**config.mk**
```make
export PLATFORM = sky130hd
export DESIGN_NAME = uart_rx_cmd_decoder_flat
export DESIGN_NICKNAME = d
export VERILOG_FILES = /design/src/rtl/uart_pkg.sv /design/src/rtl/uart_rx_cmd_decoder_if.sv /design/src/rtl/uart_tick_timeout.sv /design/src/rtl/uart_rx_cmd_decoder.sv /design/src/flat_wrapper.sv
export SDC_FILE = /design/constraint.sdc
export NUM_CORES = 1
export LEC_CHECK = 0
export ABC_CLOCK_PERIOD_IN_PS = 2800
export CAP_MARGIN = 0
export CORE_ASPECT_RATIO = 1.4
export CORE_MARGIN = 4
export CORE_UTILIZATION = 55
export CTS_CLUSTER_DIAMETER = 100
export DETAILED_ROUTE_END_ITERATION = 7
export PLACE_DENSITY = 0.83
export SLEW_MARGIN = 10
export SYNTH_ARGS = -nofsm -noshare
export SYNTH_HDL_FRONTEND = slang
export SYNTH_SLANG_ARGS = --single-unit
```
**constraint.sdc**
```tcl
create_clock -name clk -period 2.8 [get_ports clk]
set_input_delay 0.56 -clock clk [delete_from_list [all_inputs] [get_ports clk]]
set_output_delay 0.56 -clock clk [all_outputs]
set_load 0.01 [all_outputs]
```
**src/rtl/uart_pkg.sv**
```systemverilog
// Shared definitions for the UART receive-side command path: byte width,
// command codes, timeout default and the decoder state encoding.
package uart_pkg;

  localparam int unsigned UART_DBIT          = 8;
  localparam logic [7:0]  UART_CMD_START     = 8'h53;
  localparam logic [7:0]  UART_CMD_LOAD      = 8'h4C;
  localparam int unsigned UART_TIMEOUT_TICKS = 1024;
  localparam int unsigned UART_TW            = 11;

  typedef enum logic [1:0] {
    IDLE   = 2'b00,
    GET_LO = 2'b01,
    GET_HI = 2'b10
  } rx_state_e;

endpackage

```
**src/rtl/uart_rx_cmd_decoder_if.sv**
```systemverilog
// Byte-in / word-out bundle between the UART receiver, the command decoder and
// the BIP core. The decoder sits on the slave side and the environment on the master side.
interface uart_rx_cmd_decoder_if #(
  parameter int unsigned DBIT = uart_pkg::UART_DBIT
) ();

  logic              tick;
  logic [DBIT-1:0]   rx_data;
  logic              rx_done_tick;
  logic              word_ack;
  logic [2*DBIT-1:0] word;
  logic              word_valid;
  logic              start_bip;
  logic              cmd_err;
  logic              timeout_err;
  logic              overrun_err;

  modport master (
    output tick, rx_data, rx_done_tick, word_ack,
    input  word, word_valid, start_bip, cmd_err, timeout_err, overrun_err
  );

  modport slave (
    input  tick, rx_data, rx_done_tick, word_ack,
    output word, word_valid, start_bip, cmd_err, timeout_err, overrun_err
  );

endinterface

```
**src/rtl/uart_tick_timeout.sv**
```systemverilog
// Baud-tick watchdog. It counts ticks while enabled and pulses expire_o on the
// tick that would take the count past TIMEOUT_TICKS-1.
module uart_tick_timeout #(
  parameter int unsigned TIMEOUT_TICKS = 1024,
  parameter int unsigned TW            = 11
) (
  input  logic clk,
  input  logic rst_n,
  input  logic clr_i,
  input  logic en_i,
  input  logic tick_i,
  output logic expire_o
);

  localparam logic [TW-1:0] LAST_COUNT = TW'(TIMEOUT_TICKS - 1);

  logic [TW-1:0] cnt_q, cnt_d;
  logic          expire;

  assign expire   = en_i && tick_i && (cnt_q == LAST_COUNT);
  assign expire_o = expire;

  // Wrap to zero on expiry so a stale count never leaks into the next frame.
  always_comb begin
    cnt_d = cnt_q;
    if (clr_i || expire) begin
      cnt_d = '0;
    end else if (en_i && tick_i) begin
      cnt_d = cnt_q + 1'b1;
    end
  end

  always_ff @(posedge clk or negedge rst_n) begin
    if (!rst_n) begin
      cnt_q <= '0;
    end else begin
      cnt_q <= cnt_d;
    end
  end

endmodule

```
**src/rtl/uart_rx_cmd_decoder.sv**
```systemverilog
// Parses START / LOAD commands from the UART byte stream. LOAD operands are
// assembled low byte first into a held, acknowledged word for the BIP core.
module uart_rx_cmd_decoder
  import uart_pkg::*;
#(
  parameter int unsigned     DBIT          = UART_DBIT,
  parameter logic [DBIT-1:0] CMD_START     = UART_CMD_START,
  parameter logic [DBIT-1:0] CMD_LOAD      = UART_CMD_LOAD,
  parameter int unsigned     TIMEOUT_TICKS = UART_TIMEOUT_TICKS,
  parameter int unsigned     TW            = UART_TW
) (
  input logic                  clk,
  input logic                  rst_n,
  uart_rx_cmd_decoder_if.slave bus
);

  rx_state_e         state_q, state_d;
  logic [DBIT-1:0]   lo_q, lo_d;
  logic [2*DBIT-1:0] word_q, word_d;
  logic              wordValid_q, wordValid_d;
  logic              startBip_q, startBip_d;
  logic              cmdErr_q, cmdErr_d;
  logic              timeoutErr_q, timeoutErr_d;
  logic              overrunErr_q, overrunErr_d;

  logic inFrame;
  logic cntClr;
  logic expire;
  logic timedOut;

  assign inFrame  = (state_q != IDLE);
  assign cntClr   = !inFrame || bus.rx_done_tick;
  assign timedOut = inFrame && expire && !bus.rx_done_tick;

  uart_tick_timeout #(
    .TIMEOUT_TICKS (TIMEOUT_TICKS),
    .TW            (TW)
  ) u_timeout (
    .clk      (clk),
    .rst_n    (rst_n),
    .clr_i    (cntClr),
    .en_i     (inFrame),
    .tick_i   (bus.tick),
    .expire_o (expire)
  );

  always_ff @(posedge clk or negedge rst_n) begin
    if (!rst_n) begin
      state_q      <= IDLE;
      lo_q         <= '0;
      word_q       <= '0;
      wordValid_q  <= 1'b0;
      startBip_q   <= 1'b0;
      cmdErr_q     <= 1'b0;
      timeoutErr_q <= 1'b0;
      overrunErr_q <= 1'b0;
    end else begin
      state_q      <= state_d;
      lo_q         <= lo_d;
      word_q       <= word_d;
      wordValid_q  <= wordValid_d;
      startBip_q   <= startBip_d;
      cmdErr_q     <= cmdErr_d;
      timeoutErr_q <= timeoutErr_d;
      overrunErr_q <= overrunErr_d;
    end
  end

  // Inside a frame every byte is payload, so command codes are only decoded in IDLE.
  always_comb begin
    state_d = state_q;
    lo_d    = lo_q;
    case (state_q)
      IDLE: begin
        if (bus.rx_done_tick && (bus.rx_data == CMD_LOAD)) begin
          state_d = GET_LO;
        end
      end
      GET_LO: begin
        if (bus.rx_done_tick) begin
          lo_d    = bus.rx_data;
          state_d = GET_HI;
        end else if (timedOut) begin
          lo_d    = '0;
          state_d = IDLE;
        end
      end
      GET_HI: begin
        if (bus.rx_done_tick) begin
          state_d = IDLE;
        end else if (timedOut) begin
          lo_d    = '0;
          state_d = IDLE;
        end
      end
      default: begin
        state_d = IDLE;
      end
    endcase
  end

  // A completing word may replace the held one only if it is free or acked this cycle.
  always_comb begin
    startBip_d   = (state_q == IDLE) && bus.rx_done_tick && (bus.rx_data == CMD_START);
    cmdErr_d     = (state_q == IDLE) && bus.rx_done_tick &&
                   (bus.rx_data != CMD_START) && (bus.rx_data != CMD_LOAD);
    timeoutErr_d = timedOut;
    overrunErr_d = 1'b0;
    word_d       = word_q;
    wordValid_d  = wordValid_q;
    if (wordValid_q && bus.word_ack) begin
      wordValid_d = 1'b0;
    end
    if ((state_q == GET_HI) && bus.rx_done_tick) begin
      if (!wordValid_q || bus.word_ack) begin
        word_d      = {bus.rx_data, lo_q};
        wordValid_d = 1'b1;
      end else begin
        overrunErr_d = 1'b1;
      end
    end
  end

  assign bus.word        = word_q;
  assign bus.word_valid  = wordValid_q;
  assign bus.start_bip   = startBip_q;
  assign bus.cmd_err     = cmdErr_q;
  assign bus.timeout_err = timeoutErr_q;
  assign bus.overrun_err = overrunErr_q;

endmodule

```
**src/flat_wrapper.sv**
```systemverilog
// flat-port wrapper written by rule: the top's interface ports become plain ports
module uart_rx_cmd_decoder_flat import uart_pkg::*;
#(
  parameter int unsigned     DBIT          = UART_DBIT,
  parameter logic [DBIT-1:0] CMD_START     = UART_CMD_START,
  parameter logic [DBIT-1:0] CMD_LOAD      = UART_CMD_LOAD,
  parameter int unsigned     TIMEOUT_TICKS = UART_TIMEOUT_TICKS,
  parameter int unsigned     TW            = UART_TW
)
  (clk, rst_n, bus_tick, bus_rx_data, bus_rx_done_tick, bus_word_ack, bus_word, bus_word_valid, bus_start_bip, bus_cmd_err, bus_timeout_err, bus_overrun_err);
  uart_rx_cmd_decoder_if #(.DBIT(DBIT)) bus_i ();
  input logic clk;
  input logic rst_n;
  input wire logic [$bits(bus_i.tick)-1:0] bus_tick;
  input wire logic [$bits(bus_i.rx_data)-1:0] bus_rx_data;
  input wire logic [$bits(bus_i.rx_done_tick)-1:0] bus_rx_done_tick;
  input wire logic [$bits(bus_i.word_ack)-1:0] bus_word_ack;
  output wire logic [$bits(bus_i.word)-1:0] bus_word;
  output wire logic [$bits(bus_i.word_valid)-1:0] bus_word_valid;
  output wire logic [$bits(bus_i.start_bip)-1:0] bus_start_bip;
  output wire logic [$bits(bus_i.cmd_err)-1:0] bus_cmd_err;
  output wire logic [$bits(bus_i.timeout_err)-1:0] bus_timeout_err;
  output wire logic [$bits(bus_i.overrun_err)-1:0] bus_overrun_err;
  assign bus_i.tick = bus_tick;
  assign bus_i.rx_data = bus_rx_data;
  assign bus_i.rx_done_tick = bus_rx_done_tick;
  assign bus_i.word_ack = bus_word_ack;
  assign bus_word = bus_i.word;
  assign bus_word_valid = bus_i.word_valid;
  assign bus_start_bip = bus_i.start_bip;
  assign bus_cmd_err = bus_i.cmd_err;
  assign bus_timeout_err = bus_i.timeout_err;
  assign bus_overrun_err = bus_i.overrun_err;
  uart_rx_cmd_decoder #(.DBIT(DBIT), .CMD_START(CMD_START), .CMD_LOAD(CMD_LOAD), .TIMEOUT_TICKS(TIMEOUT_TICKS), .TW(TW)) u_core (.clk(clk), .rst_n(rst_n), .bus(bus_i));
endmodule
```
==> out/qor.csv <==
stage;metric;value;unit
layout;antenna cells;0;
timing;fin crit period;2.15;ns
layout;Synth-to-Final Area Change;24.8;%
outcome;status;finished, final reports clean;
grt;vias in the first global route;1376;
detailed_routing;DR iter-0 viols;32;
synthesis;yosys warns;0;
timing;period utilization;76.8;%
grt;largest net degree at the start of global routing;43;
critical_path;CP endpoint kind;flip-flop;
critical_path;Setup crit start kind;input pin;
detailed_routing;DRC Markers;0;
layout;fraction of layout cells with a size suffix above 1;17.9;%
power;Leak;1.02;nW
run;max cap viols;0;
timing;Slew @ Worst Pin;0.891;ns
synthesis;Post-Synthesis Cells;144;
layout;most frequent cells in the layout;dfrtp_1 (42), clkdlybuf4s50_1 (32), mux2_2 (16);
layout;most common cell after layout, fill and taps aside;dfrtp_1;
power;Max VDD drop;0.000384;V
cts;Max Buffers Root-to-Sink;2;
cts;CTS tree;done;
grt;first-pass GRT wire length;6440;um
cts;Clock Latency Late Sink;0.29;ns
timing;setup TNS;0;ns
layout;nets;193;
die;Initial Util;58.1;%
critical_path;CP arrival;2.32;ns
timing;Highest Clock Rate;465;MHz
cts;Root Driver;clkbuf_8;
synthesis;area of the mapped netlist;1830;sq um
placement;Final GP Congestion;0.807;
timing;Setup Viol. Count Final;0;
detailed_routing;Pre-antenna DRT Iters;4;
grt;Overall Global Routing Usage;19.2;%
timing;hold_ws;0.393;ns
power;Power Density;549;nW/um^2
detailed_routing;vias per inst;5.98;
die;I/O pin total;34;
synthesis;Syn Nets;158;
detailed_routing;Routed Antenna Nets;0;
die;std cell rows;24;
placement;number of port buffers;33;
timing;Final Hold Fails;0;
die;die height;76.3;um
worst_hold_path;HP Class;in -> async;
timing;final setup skew;0.00708;ns
die;core area;3150;sq um
cts;TritonCTS Buffers;5;
die;chip width;56.8;um
detailed_routing;routed via count;1303;
synthesis;Post-Synthesis Mean Instance Area;12.7;sq um
synthesis;#FFs+latches synth;42;
timing;RSZ-0062 raised after global routing;no;
timing;Max Slew Vio Count;0;
detailed_routing;final wirelength;3750;um
cts;post-cts resize count;0;
cts;CTS H-tree depth;2;
timing;Slew HR;40.6;%
grt;total grt overflow;0;
placement;Placed Area;2170;sq um
critical_path;Worst Path Required;2.97;ns
detailed_routing;average routed wire per standard cell;17.2;um
cts;Reg clk slew, reported paths;0.07;ns
cts;setup bufs post-CTS;0;
die;die area;4330;sq um
cts;# hold bufs at CTS;0;
synthesis;sequential fraction of the synthesis area;57.3;%
synthesis;Synth cell types;34;
critical_path;r2r worst-path depth;5;
critical_path;worst-path maximum fanout;9;
layout;final instance area;2290;sq um
cts;Sink Count;42;
critical_path;crit path kind;in -> reg;
layout;Fill cells;234;
placement;post-detail-place hpwl;2750;um
grt;antenna violations before repair;0;
==> per-stage QoR <==
stage / instances / util [%] / power [mW] / worst slack [ns]
floorplan: 144 / - / 0.709 / 1.16
global placement: 211 / 69.0 / 0.785 / 0.503
CTS: 218 / 72.5 / 1.27 / 0.651
detailed placement: 211 / 69.0 / 0.792 / 0.337
finish: 218 / 72.5 / 1.25 / 0.650
global route: 218 / 72.5 / 1.31 / 0.538
==> cell type report <==
class / instances / area [sq um] / area share, %
flip-flops and latches: 42 / 1050 / 46.0
multi-input cells: 95 / 734 / 32.1
repair buffers: 35 / 340 / 14.9
clock buffers: 6 / 82.6 / 3.61
well taps: 39 / 48.8 / 2.13
clock inverters: 1 / 30.0 / 1.31
==> worst max-delay path, cell delays in order <==
cell             delay (ns)
clkdlybuf4s50_1        0.63
nand3_1                0.26
nor4_1                 0.54
buf_4                  0.27
nor3_1                 0.06
==> flip-flops by register name, summed over array words and instances (netlist names) <==
register,cells
u_core.lo_q,8
u_core.bus.start_bip,1
u_core.bus.cmd_err,1
u_core.u_timeout.cnt_q,11
u_core.bus.overrun_err,1
u_core.bus.word,16
u_core.state_q,2
u_core.bus.word_valid,1
u_core.bus.timeout_err,1
==> worst paths after layout <==
path | slack, ns | end | startpoint
worst max-delay path | 0.65 | u_core.u_timeout.cnt_q[4] | bus_tick
worst min-delay path | 0.39 | u_core.bus.word[6] | rst_n
worst max register to register | 0.96 | u_core.u_timeout.cnt_q[4] | u_core.u_timeout.cnt_q[0]
worst min register to register | 0.51 | u_core.bus.word[8] | u_core.bus.word[8]
max in group asynchronous | 1.85 | u_core.u_timeout.cnt_q[0] | rst_n
min in group clk | 0.51 | u_core.bus.word[8] | u_core.bus.word[8]
==> report_power, final <==
| part | internal [mW] | leakage (nW) | total (mW) | switching [mW] |
|---|---|---|---|---|
| Combinational | 0.0713 | 0.387 | 0.124 | 0.0524 |
| Clock | 0.285 | 0.0573 | 0.477 | 0.192 |
| Sequential | 0.638 | 0.574 | 0.654 | 0.0157 |
| Total | 0.994 | 1.02 | 1.25 | 0.260 |
==> routing by layer <==
| metal | track usage (%) | vias up | wire length, um |
|---|---|---|---|
| met5 | 0 | - | 0 |
| li1 | - | 604 | - |
| met3 | 5.25 | 8 | 182 |
| met4 | 7.66 | 0 | 78 |
| met2 | 33.8 | 31 | 2040 |
| met1 | 21.4 | 660 | 1440 |
==> Yosys cell counts, drive strengths merged <==
master / number / area share [%]
ha: 1 / 0.68
nor3: 6 / 1.9
clkbuf: 1 / 0.20
nand3b: 2 / 0.82
xnor2: 1 / 0.48
a21oi: 9 / 2.5
a211oi: 5 / 2.3
nor2: 2 / 0.41
xor2: 3 / 1.4
nand2: 6 / 1.2
or3: 3 / 1.0
nand4: 4 / 1.4
o32ai: 1 / 0.48
o31ai: 4 / 1.6
or2: 1 / 0.34
and3: 1 / 0.34
mux2i: 9 / 4.9
nor3b: 2 / 0.82
nor2b: 1 / 0.34
or3b: 1 / 0.48
nand4bb: 2 / 1.2
dfrtp: 42 / 57
buf: 6 / 2.4
nand3: 3 / 1.4
or4: 3 / 1.2
o21ai: 2 / 0.55
nor4: 3 / 1.0
mux2: 16 / 9.8
nand2b: 4 / 1.4
==> cells by family after synthesis <==
family / synth area share [%]
compound gates: 7.44
simple gates: 15.3
xor+xnor: 1.91
flops: 57.3
buf+inv: 2.59
mux: 14.7
fa+ha+maj: 0.682
Power figures use the tool's default switching activity.
